## src/rtl/core_pkg.sv

```systemverilog
// Shared core types and sizes for the rename register file.
package core_pkg;

  localparam int unsigned XLEN      = 32;
  localparam int unsigned NUM_REGS  = 32;
  localparam int unsigned TAG_W     = 5;
  localparam int unsigned REG_IDX_W = $clog2(NUM_REGS);

  // Per-register architectural value plus its rename state.
  typedef struct packed {
    logic             busy;
    logic [TAG_W-1:0] tag;
    logic [XLEN-1:0]  val;
  } rename_entry_t;

endpackage

```

## src/rtl/rf_read_port.sv

```systemverilog
// One combinational source-operand read port with same-cycle commit bypass.
module rf_read_port
  import core_pkg::*;
#(
  parameter int unsigned NUM_CM_PORTS = 2
) (
  input  logic [REG_IDX_W-1:0]              rs_in,
  input  rename_entry_t                     entry_in,
  input  logic [NUM_CM_PORTS-1:0]           cm_en_in,
  input  logic [NUM_CM_PORTS*REG_IDX_W-1:0] cm_rd_in,
  input  logic [NUM_CM_PORTS*TAG_W-1:0]     cm_tag_in,
  input  logic [NUM_CM_PORTS*XLEN-1:0]      cm_val_in,
  output logic                              busy_out,
  output logic [TAG_W-1:0]                  tag_out,
  output logic [XLEN-1:0]                   val_out
);

  logic            cm_hit;
  logic            cm_match;
  logic [XLEN-1:0] cm_val;

  // Youngest commit to rs decides the bypass, then fall back to stored state.
  always_comb begin
    cm_hit   = 1'b0;
    cm_match = 1'b0;
    cm_val   = '0;
    busy_out = 1'b0;
    tag_out  = '0;
    val_out  = '0;
    for (int unsigned p = 0; p < NUM_CM_PORTS; p++) begin
      if (cm_en_in[p] && (cm_rd_in[p*REG_IDX_W +: REG_IDX_W] == rs_in)) begin
        cm_hit   = 1'b1;
        cm_match = (cm_tag_in[p*TAG_W +: TAG_W] == entry_in.tag);
        cm_val   = cm_val_in[p*XLEN +: XLEN];
      end
    end
    if (rs_in != '0) begin
      if (cm_hit && (cm_match || !entry_in.busy)) begin
        val_out = cm_val;
      end else if (entry_in.busy) begin
        busy_out = 1'b1;
        tag_out  = entry_in.tag;
      end else begin
        val_out = entry_in.val;
      end
    end
  end

endmodule

```

## src/rtl/rename_reg_file.sv

```systemverilog
// Architectural register file with busy/tag rename state, ROB commit and flush.
module rename_reg_file
  import core_pkg::*;
#(
  parameter int unsigned NUM_RD_PORTS = 2,
  parameter int unsigned NUM_CM_PORTS = 2
) (
  input  logic                              clk_in,
  input  logic                              rst_n_in,
  input  logic                              rdy_in,
  input  logic                              disp_en_in,
  input  logic [REG_IDX_W-1:0]              disp_rd_in,
  input  logic [TAG_W-1:0]                  disp_tag_in,
  input  logic [NUM_RD_PORTS*REG_IDX_W-1:0] rs_in,
  output logic [NUM_RD_PORTS-1:0]           rs_busy_out,
  output logic [NUM_RD_PORTS*TAG_W-1:0]     rs_tag_out,
  output logic [NUM_RD_PORTS*XLEN-1:0]      rs_val_out,
  input  logic [NUM_CM_PORTS-1:0]           cm_en_in,
  input  logic [NUM_CM_PORTS*REG_IDX_W-1:0] cm_rd_in,
  input  logic [NUM_CM_PORTS*TAG_W-1:0]     cm_tag_in,
  input  logic [NUM_CM_PORTS*XLEN-1:0]      cm_val_in,
  input  logic                              flush_in
);

  rename_entry_t                 regs_q [NUM_REGS];
  rename_entry_t                 regs_d [NUM_REGS];
  logic                          cm_hit;
  logic                          cm_match;
  logic [NUM_CM_PORTS-1:0]       cm_rd_en;

  // Next state: commits write values, then flush or dispatch rewrite rename state.
  always_comb begin
    regs_d   = regs_q;
    cm_hit   = 1'b0;
    cm_match = 1'b0;
    if (rdy_in) begin
      // x0 is skipped so it stays at its reset value forever.
      for (int unsigned r = 1; r < NUM_REGS; r++) begin
        cm_hit   = 1'b0;
        cm_match = 1'b0;
        for (int unsigned p = 0; p < NUM_CM_PORTS; p++) begin
          if (cm_en_in[p] && (cm_rd_in[p*REG_IDX_W +: REG_IDX_W] == REG_IDX_W'(r))) begin
            cm_hit        = 1'b1;
            cm_match      = (cm_tag_in[p*TAG_W +: TAG_W] == regs_q[r].tag);
            regs_d[r].val = cm_val_in[p*XLEN +: XLEN];
          end
        end
        // Clearing an already-idle entry is harmless, so busy need not be tested.
        if (cm_hit && cm_match) begin
          regs_d[r].busy = 1'b0;
        end
        if (flush_in) begin
          regs_d[r].busy = 1'b0;
          regs_d[r].tag  = '0;
        end else if (disp_en_in && (disp_rd_in == REG_IDX_W'(r))) begin
          regs_d[r].busy = 1'b1;
          regs_d[r].tag  = disp_tag_in;
        end
      end
    end
  end

  // State register with asynchronous clear.
  always_ff @(posedge clk_in or negedge rst_n_in) begin
    if (!rst_n_in) begin
      for (int unsigned r = 0; r < NUM_REGS; r++) begin
        regs_q[r] <= '0;
      end
    end else begin
      regs_q <= regs_d;
    end
  end

  // Bypass only reflects commits that will actually land.
  assign cm_rd_en = (rdy_in && rst_n_in) ? cm_en_in : '0;

  for (genvar i = 0; i < NUM_RD_PORTS; i++) begin : g_rd
    logic [REG_IDX_W-1:0] rs;
    assign rs = rs_in[i*REG_IDX_W +: REG_IDX_W];

    rf_read_port #(
      .NUM_CM_PORTS(NUM_CM_PORTS)
    ) u_rd (
      .rs_in    (rs),
      .entry_in (regs_q[rs]),
      .cm_en_in (cm_rd_en),
      .cm_rd_in (cm_rd_in),
      .cm_tag_in(cm_tag_in),
      .cm_val_in(cm_val_in),
      .busy_out (rs_busy_out[i]),
      .tag_out  (rs_tag_out[i*TAG_W +: TAG_W]),
      .val_out  (rs_val_out[i*XLEN +: XLEN])
    );
  end

endmodule

```

## config.mk

```make
export PLATFORM = sky130hd
export DESIGN_NAME = rename_reg_file
export DESIGN_NICKNAME = d
export VERILOG_FILES = /design/src/rtl/core_pkg.sv /design/src/rtl/rf_read_port.sv /design/src/rtl/rename_reg_file.sv
export SDC_FILE = /design/constraint.sdc
export NUM_CORES = 2
export LEC_CHECK = 0
export BUFFER_PORTS_ARGS = -buffer_cell sky130_fd_sc_hd__clkbuf_2
export CORE_AREA = 5 5 428 430
export DETAILED_ROUTE_END_ITERATION = 10
export DIE_AREA = 0 0 433 435
export HOLD_SLACK_MARGIN = 0.05
export PLACE_DENSITY_LB_ADDON = 0.05
export SLEW_MARGIN = 20
export SYNTH_ARGS = -nofsm -noshare
export SYNTH_HDL_FRONTEND = slang
export SYNTH_SLANG_ARGS = --single-unit
export TNS_END_PERCENT = 100
```

## constraint.sdc

```tcl
create_clock -name clk_in -period 3.1 [get_ports clk_in]
set_input_delay 0.31 -clock clk_in [delete_from_list [all_inputs] [get_ports clk_in]]
set_output_delay 0.31 -clock clk_in [all_outputs]
set_load 0.02 [all_outputs]
```

* Yosys cells after proc, flatten, opt, wreduce, memory -nomap -nowiden
Index checks and enable logic that the tools add are counted.
** Storage, ports and cells
- Register bits after elaboration :: 1178
- Bits of input ports :: 111
- Output and inout bits :: 76
- Logic and storage cells :: 961
** Operators by class
- $lt $le $gt $ge :: 2
- Equal/unequal tests :: 163
- Multiplexer cells :: 378
- Bitwise gates (word level) :: 2
- Reductions and logical operators :: 323
** Operators by type and width (number)
- two-way mux 32 bit :: 72
- binary-select mux 38 bit (select 5 bit) :: 2
- two-way mux 6 bit :: 62
- == test 5 bit :: 70
- == test 5 bit (second input constant) :: 48
- two-way mux 1 bit :: 231
- AND reduction 2 bit :: 93
- two-way mux 38 bit :: 4
- logical AND 1 bit :: 131
- nonzero test 2 bit :: 62
- == test 5 x 4 -> 1 bit (second input constant) :: 24
- nonzero test 3 bit :: 31
- == test 5 x 3 -> 1 bit (second input constant) :: 12
- == test 5 x 2 -> 1 bit (second input constant) :: 6
- two-way mux 5 bit :: 6
- == test 5 x 1 -> 1 bit (second input constant) :: 3
- >= comparator 6 bit (second input constant) :: 2
- NOT 5 -> 6 bit :: 2
- nonzero test 5 bit :: 2
- zero test 1 bit :: 2
- logical OR 1 bit :: 2
- two-way mux 2 bit :: 1

* Longest topological paths before layout
- Depth after elaboration :: 11
- Gate-level depth with buffers :: 14
- Gate-level depth less buffers :: 8

* Cells and area by module
From an unflattened synthesis, not the netlist that was laid out.
** Second synthesis, totals
- Cells, all modules :: 7804
- Area, all modules :: 78630.4 µm²
** Modules (own cells, without submodules)
- rename_reg_file :: times used 1, cells an instance 7434, area an instance 76245.6 µm², sequential area each 29478.3 µm²
- rf_read_port :: times used 2, cells an instance 185, area an instance 1192.4 µm², sequential area each 0.0 µm²

* Worst setup path before layout
No wires, ideal clock.
- Kind :: in2out
- From :: input rs_in[0]
- To :: output rs_val_out[10]
- Arrival :: 3.037 ns
- Data required time :: 2.790 ns
- Setup slack :: -0.247 ns
- Stages on the path :: 12
- Path buffers :: 6
- Cell sequence :: buf_4 -> buf_2 -> buf_4 -> buf_2 -> clkbuf_1 -> buf_2 -> mux4_2 -> mux4_2 -> nor2_1 -> nor3_1 -> a31oi_1 -> nand2_1
** Between the ends
- Cells in the longest elaborated chain, start to end :: 11
- Elaborated cells between the ends (all ways) :: 23
- Classes of those cells :: 4 x eq/ne; 12 x mux; 1 x bitwise; 6 x reduce/logical
** Ends and longest elaborated chain
- start: declaration :: RTL line rename_reg_file.sv:14 : input logic [NUM_RD_PORTS*REG_IDX_W-1:0] rs_in,
- NOT 5 -> 6 bit (not written as such) :: RTL line rename_reg_file.sv:85 : .entry_in (regs_q[rs]),
- binary-select mux 38 bit (select 5 bit) :: RTL line rename_reg_file.sv:85
- two-way mux 38 bit (not written as such) (2 in a row) :: RTL line rename_reg_file.sv:85
- == test 5 bit :: RTL line rf_read_port.sv:33 : cm_match = (cm_tag_in[p*TAG_W +: TAG_W] == entry_in.tag);
- two-way mux 1 bit (2 in a row) :: RTL line rf_read_port.sv:31 : if (cm_en_in[p] && (cm_rd_in[p*REG_IDX_W +: REG_IDX_W] == rs_in)) begin
- logical OR 1 bit :: RTL line rf_read_port.sv:38 : if (cm_hit && (cm_match || !entry_in.busy)) begin
- logical AND 1 bit :: RTL line rf_read_port.sv:38
- two-way mux 32 bit :: RTL line rf_read_port.sv:38
- two-way mux 32 bit * :: RTL line rf_read_port.sv:37 : if (rs_in != '0) begin
- end: declaration :: RTL line rename_reg_file.sv:17 : output logic [NUM_RD_PORTS*XLEN-1:0] rs_val_out,
Every way passes the cells marked *; elsewhere a longest branch is shown, timed or not. The select of a mux whose other input is x is not followed.

* Final worst setup path
- From :: register regs_q[298] (netlist bit)
- To :: output rs_val_out[12]
** Between the ends
- Cells in the longest elaborated chain, start to end :: 10
- Elaborated cells between the ends (all ways) :: 11
- Classes of those cells :: 2 x eq/ne; 7 x mux; 2 x reduce/logical
** Ends and longest elaborated chain
- start: declaration :: RTL line rename_reg_file.sv:25 : rename_entry_t regs_q [NUM_REGS];
- start signal: assignment :: RTL line rename_reg_file.sv:70 : regs_q <= regs_d;
- binary-select mux 38 bit (select 5 bit) * :: RTL line rename_reg_file.sv:85
- two-way mux 38 bit (not written as such) * (2 in a row) :: RTL line rename_reg_file.sv:85
- == test 5 bit :: RTL line rf_read_port.sv:33
- two-way mux 1 bit :: RTL line rf_read_port.sv:31
- two-way mux 1 bit * :: RTL line rf_read_port.sv:31
- logical OR 1 bit * :: RTL line rf_read_port.sv:38
- logical AND 1 bit * :: RTL line rf_read_port.sv:38
- two-way mux 32 bit * :: RTL line rf_read_port.sv:38
- two-way mux 32 bit * :: RTL line rf_read_port.sv:37
Marks and branches as above.

==> impl_results.md <==
- Status: complete, but fails checks
- Failing checks: negative setup slack
- Die ar.: 188000 um2
- Seq/Total Area, Yosys: 0.370
- Worst-path maximum fanout: 7
- Met2 GRT Util: 0.570
- PwrDens: 577 nW/um2
- Final Max Tran Viols: 0
- Number of synthesized flops with an enable pin: 0
- Prevailing post-synth register cell: dfrtp_1
- Largest net degree at the start of global routing: 145
- Final period util: 1.36
- TritonCTS Buffers: 148
- Initial antenna violation count: 13
- Fin area: 95700 um2
- Max VDD drop: 0.377 mV
- Slowest cell on crit path: mux4_2
- #FFs+latches synth: 1178
- Final setup viols: 76
- Routing usage on met3: 0.0969
- Most frequent cells in the layout: dfrtp_1, nand2_1, mux2i_1
- Final Net Count: ~8000
- Core ar.: 179000 um2
- Synth warn: 0
- Slowest Stage Delay on Critical Path: 0.54 ns
- Top Usage Layer GRT: met2
- Count of nets left with antenna violations after detail routing: 0
- Pleak: 41.3 nW
- Post-DP HPWL: 229000 um
- Worst endpoint required time: 2.79 ns
- Total number of vias: between 60000 and 70000
- Hold Vio Cnt, Final: 0
- 1st-iter DRT viols: 8481
- Layout Skew: 0.0244 ns
- Final Util: 0.534
- CTS root buf: clkbuf_16
- Crit path time final: around 4.2 ns
- Synth Area per Inst: 10.4 um2
- Top reg by flops: regs_q
- CP startpoint kind: register
- Start-to-end type of the worst setup path: register to output port
- Die Span X: 433 um
- Overflow after GRT: 0
- Ys async rst share: 1.00
- Placed Cells: between 10000 and 15000
- Router iterations before antenna repair: 6
- Max-Cap Viols: 0
- Bufs and invs on worst path: 5
- Mapped Cells: 7659
- M1 GR Usage: 0.514
- Fmax achieved: about 240 MHz
- CP Capture Type: output port
- Post-Layout Cell Count: 10400
- Placed Area: 88800 um2
- Io pins: about 190
- Relative slew slack: 0.267
- First-pass GRT wire length: 521000 um
- Port Buffers: 186
- Final WL: 370000 um
- Vias/cell: between 6 and 7
- Drt drc: 0
- Starting Density: 0.445
- Commonest non-fill, non-tap cell in the layout: dfrtp_1
- Largest register FFs: 1178
- CTS Sinks: 1178
- Setup ws final: -1.11 ns
- Share of the synthesized area in the top cell type: 0.370
- Most frequent CP cell: buf_12
- Row count: 156
- Clk slew on worst S/H paths: 0.06 ns
- Ranking of synthesized cells by area: dfrtp_1, mux4_2, mux2i_1
- Synth Net Count: 7770
- Biggest regs: regs_q x1178
- Area of the mapped netlist: 79800 um2
- WL per Instance: 35.6 um
- Area grow syn2layout: 20.0%
- CP arrival: 3.90 ns
- Area leader, netlist: dfrtp_1
- H-tree levels: 4
- Vias in the first global route: 68200
- Hold Slack: 0.106 ns
- GR Util All Layers: 0.385
- Ratio of cells with drive above 1 in the final layout: 0.280
- Die height: around 440 um
- Cells along the critical path: mux4_2 -> mux4_2 -> nand2_2 -> o31ai_4 -> xor2_2 -> nor4_4 -> buf_6 -> buf_12 -> buf_12 -> buf_12 -> o21ai_2 -> nand2_1 -> clkbuf_8
- Cell variety after synth: 67
- Hold Crit Class: primary input to register
- Placer congestion estimate: slightly below 1
- Clk buf depth: 3
- Unrepaired setup endpoints after global routing: yes
- CTS tree: built
- Worst-Margin Slew: 1.07 ns
- Clock latency on the worst-skew pair: 0.82 ns
- Family with the most delay on the worst path: multiplexers
## synthesized netlist by cell type (all sizes together), types with 11 or more instances
master   count
mux2       117
nor2b       20
nor3        67
a221oi      14
clkbuf     680
mux2i     1044
xnor2      165
a31oi       47
o31ai       11
o2bb2ai    187
mux4       643
nand2     1198
nor4        37
nor2       205
a22oi      161
nand3       57
buf        231
o32a        13
o21ai     1098
nand4       21
a2111oi     13
nand2b      16
a22o        55
a21oi      108
dfrtp     1178
xor2       181
## metrics by stage
stage	worst slack (ns)	setup TNS [ns]	power, mW
finish	-1.11	-76.63	55.2
global route	-1.23	-82.45	57.4
CTS	-1.14	-80.58	54.7
detailed placement	-0.811	-43.68	36.0
global placement	-0.827	-41.92	35.6
floorplan	-0.0374	-0.197	30.1
## power breakdown
part | switching [mW] | internal, mW | total [mW]
registers | 2.68 | 18.5 | 21.2
clock network | 7.48 | 10.8 | 18.2
logic | 7.94 | 7.84 | 15.8
total | 18.1 | 37.1 | 55.2
## cells by family (layout without fill, tap and decap cells)
family | after synthesis | in the layout | synth area share
flops | 1178 | 1178 | 0.370
mux | 1804 | 1804 | 0.330
simple gates | 1661 | 1661 | 0.0851
xor+xnor | 346 | 346 | 0.0380
buf+inv | 921 | 1300 | 0.0469
other cells | 0 | 12 | 0
compound gates | 1749 | 1749 | 0.131
## path summary, 6_finish.rpt
kind,depth (start not counted),endpoint,startpoint,slack (ns)
min in group asynchronous,3,regs_q[416],rst_n_in,0.36
setup / recovery,13,rs_val_out[12],regs_q[298],-1.11
hold reg to reg,2,regs_q[364],regs_q[364],0.50
hold / removal,4,regs_q[135],cm_val_in[21],0.11
setup reg to reg,8,regs_q[151],regs_q[149],1.37
max in group asynchronous,6,regs_q[14],rst_n_in,0.50
## worst register-to-register path: stages (launching register included)
cell and delay, ns:
dfrtp_1 0.47, buf_4 0.20, xor2_1 0.16, nor3_1 0.21, nand4_1 0.11, nor2_1 0.12, a41oi_1 0.07, a21oi_1 0.19
o2bb2ai_1 0.08
## timing repair
item | CTS | global route
gates resized for setup | 230 | 180
hold buffers | 9 | 0
buffers inserted | 10 | 15
pin swaps | 39 | 39
endpoints found under the hold margin | 268 | 0
setup endpoints to repair | 76 | 76
gates cloned | 2 | 7
## final cells by class
type / count / area, um2
fill: 15800 / 83700
multi-input combinational: 5560 / 48100
sequential: 1178 / 29500
timing repair buffer: 1026 / 10100
clock buffer: 216 / 4370
tap: 2370 / 2970
clock inverter: 48 / 617
inverter: 10 / 57.6
antenna: 12 / 30.0
## metal layers
layer | share of wire | up-vias
met5 | 0.00039 | -
met2 | 0.44 | 4139
li1 | - | 28700
met1 | 0.39 | 35500
met3 | 0.10 | 1101
met4 | 0.071 | 10
(Power assumes the default switching activity.)
